File: src/rtl/mc_pkg.sv
// ---------------------------------------------------------------
// mc_pkg: shared encodings for the multicycle fetch sequencer
// rev 1.0
// ---------------------------------------------------------------
`default_nettype none

package mc_pkg;

  localparam logic [3:0] S_FETCH   = 4'd0;
  localparam logic [3:0] S_DECODE  = 4'd1;
  localparam logic [3:0] S_MEMADR  = 4'd2;
  localparam logic [3:0] S_MEMRD   = 4'd3;
  localparam logic [3:0] S_MEMWB   = 4'd4;
  localparam logic [3:0] S_MEMWR   = 4'd5;
  localparam logic [3:0] S_EXEC    = 4'd6;
  localparam logic [3:0] S_RTYPEWB = 4'd7;
  localparam logic [3:0] S_BRANCH  = 4'd8;
  localparam logic [3:0] S_JUMP    = 4'd9;
  localparam logic [3:0] S_LAST    = S_JUMP;

  localparam logic [5:0] OP_RTYPE = 6'b000000;
  localparam logic [5:0] OP_LW    = 6'b100011;
  localparam logic [5:0] OP_SW    = 6'b101011;
  localparam logic [5:0] OP_BEQ   = 6'b000100;
  localparam logic [5:0] OP_J     = 6'b000010;

  localparam logic [1:0] PCS_ALU    = 2'b00;
  localparam logic [1:0] PCS_ALUOUT = 2'b01;
  localparam logic [1:0] PCS_JUMP   = 2'b10;

endpackage

`default_nettype wire

File: src/rtl/mc_en_reg.sv
// ---------------------------------------------------------------
// mc_en_reg: width-parameterised register, sync reset value, load enable
// rev 1.0
// ---------------------------------------------------------------
`default_nettype none

module mc_en_reg #(
  parameter int               WIDTH     = 32,
  parameter logic [WIDTH-1:0] RESET_VAL = '0
) (
  input  logic             clk,
  input  logic             reset,
  input  logic             en,
  input  logic [WIDTH-1:0] d,
  output logic [WIDTH-1:0] q
);

  always_ff @(posedge clk) begin
    if (reset)   q <= RESET_VAL;
    else if (en) q <= d;
  end

endmodule

`default_nettype wire

File: src/rtl/mc_fetch_seq.sv
// ---------------------------------------------------------------
// mc_fetch_seq: state/PC/IR/MDR holding and memory handshake for a multicycle CPU
// rev 1.0
// ---------------------------------------------------------------
`default_nettype none

module mc_fetch_seq
  import mc_pkg::*;
#(
  parameter logic [31:0] RESET_PC = 32'h0000_0000
) (
  input  logic        clk,
  input  logic        reset,
  input  logic [3:0]  ns,
  input  logic        pc_write,
  input  logic        pc_write_cond,
  input  logic        iord,
  input  logic        mem_read,
  input  logic        mem_write,
  input  logic        ir_write,
  input  logic [1:0]  pc_source,
  input  logic [31:0] alu_result,
  input  logic [31:0] alu_out,
  input  logic        zero,
  input  logic [31:0] b_data,
  input  logic [31:0] mem_rdata,
  input  logic        mem_ready,
  output logic [3:0]  state,
  output logic [5:0]  opcode,
  output logic [31:0] ir,
  output logic [31:0] mdr,
  output logic [31:0] pc,
  output logic [31:0] mem_addr,
  output logic [31:0] mem_wdata,
  output logic        mem_re,
  output logic        mem_we,
  output logic        stall,
  output logic        illegal_state
);

  logic [3:0]  state_q, state_d;
  logic [31:0] pc_q, pc_d;
  logic [31:0] ir_q, mdr_q;
  logic        illegal_q;
  logic        state_en, pc_en, ir_en, mdr_en, illegal_en;
  logic        ns_bad, read_done;

  always_comb begin
    stall     = (mem_read | mem_write) & ~mem_ready;
    ns_bad    = (ns > S_LAST);
    read_done = mem_read & mem_ready;

    state_en   = ~stall;
    state_d    = ns_bad ? S_FETCH : ns;
    illegal_en = ~stall & ns_bad;

    // PCS 11 is a hold, so it suppresses the load rather than feeding pc back
    pc_en = ~stall & (pc_write | (pc_write_cond & zero)) & (pc_source != 2'b11);
    case (pc_source)
      PCS_ALU:    pc_d = alu_result;
      PCS_ALUOUT: pc_d = alu_out;
      PCS_JUMP:   pc_d = {pc_q[31:28], ir_q[25:0], 2'b00};
      default:    pc_d = pc_q;
    endcase

    ir_en  = ir_write & read_done;
    mdr_en = read_done;
  end

  mc_en_reg #(.WIDTH(4), .RESET_VAL(S_FETCH)) u_state (
    .clk(clk), .reset(reset), .en(state_en), .d(state_d), .q(state_q)
  );

  mc_en_reg #(.WIDTH(32), .RESET_VAL(RESET_PC)) u_pc (
    .clk(clk), .reset(reset), .en(pc_en), .d(pc_d), .q(pc_q)
  );

  mc_en_reg #(.WIDTH(32), .RESET_VAL(32'h0)) u_ir (
    .clk(clk), .reset(reset), .en(ir_en), .d(mem_rdata), .q(ir_q)
  );

  mc_en_reg #(.WIDTH(32), .RESET_VAL(32'h0)) u_mdr (
    .clk(clk), .reset(reset), .en(mdr_en), .d(mem_rdata), .q(mdr_q)
  );

  mc_en_reg #(.WIDTH(1), .RESET_VAL(1'b0)) u_illegal (
    .clk(clk), .reset(reset), .en(illegal_en), .d(1'b1), .q(illegal_q)
  );

  // mem_addr is stable across a stall because pc is frozen while stalled
  always_comb begin
    state         = state_q;
    pc            = pc_q;
    ir            = ir_q;
    mdr           = mdr_q;
    opcode        = ir_q[31:26];
    illegal_state = illegal_q;
    mem_addr      = iord ? alu_out : pc_q;
    mem_wdata     = b_data;
    mem_re        = mem_read;
    mem_we        = mem_write;
  end

endmodule

`default_nettype wire
File: config.mk
export PLATFORM = sky130hd
export DESIGN_NAME = mc_fetch_seq
export DESIGN_NICKNAME = d
export VERILOG_FILES = /design/src/rtl/mc_pkg.sv /design/src/rtl/mc_en_reg.sv /design/src/rtl/mc_fetch_seq.sv
export SDC_FILE = /design/constraint.sdc
export NUM_CORES = 1
export LEC_CHECK = 0
export BUFFER_PORTS_ARGS = -buffer_cell sky130_fd_sc_hd__buf_2
export CELL_PAD_IN_SITES_DETAIL_PLACEMENT = 0
export CELL_PAD_IN_SITES_GLOBAL_PLACEMENT = 1
export CORE_UTILIZATION = 32
export CTS_BUF_LIST = sky130_fd_sc_hd__clkbuf_16
export CTS_CLUSTER_SIZE = 28
export DETAILED_ROUTE_END_ITERATION = 7
export PLACE_DENSITY_LB_ADDON = 0.1
export SYNTH_ARGS = -nofsm -noshare
export SYNTH_HDL_FRONTEND = slang
export SYNTH_SLANG_ARGS = --single-unit
File: constraint.sdc
create_clock -name clk -period 2.66 [get_ports clk]
set_input_delay 0.399 -clock clk [delete_from_list [all_inputs] [get_ports clk]]
set_output_delay 0.399 -clock clk [all_outputs]
set_load 0.005 [all_outputs]
==> impl_metrics.json <==
{
  "status": "finished clean",
  "tritoncts": "yes",
  "yosys-top-cells-area": "dfxtp_1, nand2_1, a21oi_1, mux2_2, buf_4",
  "hold_class": "in -> reg",
  "yosysWarnings": 0,
  "required_ns": 2.26,
  "finalSetupTns_ns": 0,
  "slowest_delay_ns": 0.55,
  "critical_path.top_delay_family": "buffers and inverters",
  "pin_count": 318,
  "dr_total_vias": 4767,
  "path_max_fanout": 32,
  "postCtsSetupBuffers": 0,
  "cts_inserted_buffers": 9,
  "gp_congestion": 0.8193,
  "crit_slowest_cell": "buf_2",
  "core_mm2": 0.01531,
  "root_buffer": "clkbuf_16",
  "tightestPinTransition_ns": 0.7822,
  "hold_viol": 0,
  "yosys.area.top_type": "dfxtp_1",
  "dieHeight_um": 127.9,
  "endpoint_kind": "primary output",
  "insertion_delay_ns": 0.35,
  "cp.arrival_ns": 1.50,
  "layout_common_cells": "buf_2, nand2_1, dfxtp_1",
  "final_max_slew_viol_count": 0,
  "grt_max_degree": 84,
  "netlist-cell-type-count": 30,
  "ys_ff_latch": 101,
  "diodes": 0,
  "maxCapViolations": 0,
  "area_delta_synth_final_pct": 27.98,
  "hold_buffers": 0,
  "reg2regPathDepth": 3,
  "ant_nets": 0,
  "worstSetupStartpointType": "primary input",
  "yosysSeqAreaShare": 0.3983,
  "synth_top_area_frac": 0.3983,
  "start_util": 0.3315,
  "nets": 939,
  "hold_start": "mem_rdata[27]",
  "r2r_setup_slack_ns": 1.62,
  "worst-path-buf-inv": 2,
  "rsz0062_at_grt": "no",
  "clock_sinks": 101,
  "antenna_found_initial": 0,
  "final_common_cell": "buf_2",
  "drt_wl_total_mm": 16.39,
  "worst_path_most_repeated_cell": "buf_2",
  "r2r-start": "u_ir.q[20]",
  "synth_area_per_cell_um2": 8.349,
  "routed_via_density": 4.734,
  "rr_endpoint": "u_pc.q[22]",
  "dr_wl_met3_mm": 1.233,
  "peakVddDrop_mv": 0.2491,
  "h-tree-depth": 3,
  "crit_start": "iord",
  "fp-row-count": 45,
  "drt_iter0_markers": 180,
  "clock.fmax_ghz": 0.5258,
  "powerDensity_mw_per_mm2": 563.4,
  "grt_pass1_wl_mm": 24.45,
  "critPathKind": "in -> out",
  "clkTransAtPathRegs_ns": 0.08,
  "die-area_mm2": 0.01637,
  "dp_hpwl_mm": 12.14,
  "finalSetupViolCount": 0,
  "drt_first_pass_iters": 6,
  "skew_ns": 0.007746,
  "wire_per_inst_um": 16.27,
  "die_width_um": 127.9,
  "holdPathEnd": "u_mdr.q[27]",
  "layout_min_cycle_time_ns": 1.902,
  "wl_met1_mm": 7.506,
  "synth_cells": 608,
  "post_cts_resized": 0,
  "period_share": 0.7150,
  "cp_cell_sequence": "buf_2, mux2_2, buf_2",
  "grt_usage": 0.1952,
  "drive_above_1_share": 0.4033,
  "max_slew_margin": 0.4785,
  "io_buffers": 253,
  "clockBufferDepth": 2,
  "synth_nets": 756,
  "remaining_drc_errors": 0,
  "wl_met2_mm": 7.283,
  "postLayoutCoreUtil": 0.4242,
  "route.top_layer_used": "met4",
  "p_leak_nw": 3.136,
  "grt_pass1_vias": 4476,
  "syn_area_mm2": 0.005076,
  "overflow": 0,
  "whs_path_depth": 3
}
## synth_stat cells
library cell and instances:
a22oi_1 26, mux2_2 32, o21ai_0 1, and3_1 1, mux2_4 4, o21bai_1 1
inv_4 1, clkbuf_1 42, a211o_1 26, inv_1 2, o21bai_4 1, buf_6 3
nor2_1 28, or4_4 1, dfxtp_1 101, a21oi_1 75, nand3_1 9, o21ba_2 1
buf_2 1, nand2_1 133, mux2i_1 26, buf_1 5, mux2_1 2, and2_1 1
nor2b_1 6, nand3b_1 2, nand2b_1 32, ha_1 4, buf_4 40, or3_1 1
## worst reg2reg max path: stages (launching register included)
cell and delay (ns):
dfxtp_1 0.46, a22oi_1 0.10, a211o_1 0.31, mux2i_1 0.11
## area by class of cell
cell class	count	area, um2
multi-input cells	413	2529
repair buffers	263	1356
flip-flops and latches	101	2022
well taps	211	264.0
clock inverters	7	86.33
inverters	3	13.76
clock buffers	9	225.2
fillers	1627	8818
## worst max path at each step
stage                         to  slack [ns]  depth (start not counted)
finish               mem_addr[3]        0.76                          3
global route         mem_addr[2]        0.68                          3
CTS                 mem_addr[21]        0.74                          3
detailed placement    u_pc.q[11]        0.51                          6
global placement      u_pc.q[24]        0.56                          6
floorplan             u_pc.q[28]        0.77                          7
## cell families after synthesis
logic type / synth area share
simple gates: 0.1836
compound gates: 0.1654
flops: 0.3983
buf+inv: 0.1043
mux: 0.1385
fa+ha+maj: 0.009860
## power by group
group	switching, mW	internal, mW	leakage (nW)	total [mW]
logic	0.315	0.305	2.16	0.620
clock network	0.639	0.755	0.156	1.39
registers	0.0588	1.59	0.824	1.65
total	1.01	2.65	3.14	3.66
## per-layer routing
metal / vias to the layer above / global-route usage
met5: - / 0
met4: 0 / 0.07958
met3: 34 / 0.05008
met2: 172 / 0.3072
met1: 2173 / 0.2538
li1: 2388 / -
## sequential cells by signal, summed over array words and instances (netlist names)
register     flops
u_illegal.q      1
u_ir.q          32
u_mdr.q         32
u_pc.q          32
u_state.q        4
## per-stage QoR
stage	power, mW	area (um2)	std cells	setup slack [ns]	hold WS [ns]
global route	3.848	6496	1007	0.6829	0.2800
detailed placement	2.309	6185	991	0.5138	0.4446
global placement	2.301	6185	991	0.5636	0.4403
CTS	3.718	6496	1007	0.7445	0.2769
floorplan	2.052	5076	608	0.7717	0.4483
finish	3.660	6496	1007	0.7582	0.2884
No activity file was read; power rests on OpenSTA's default activity.
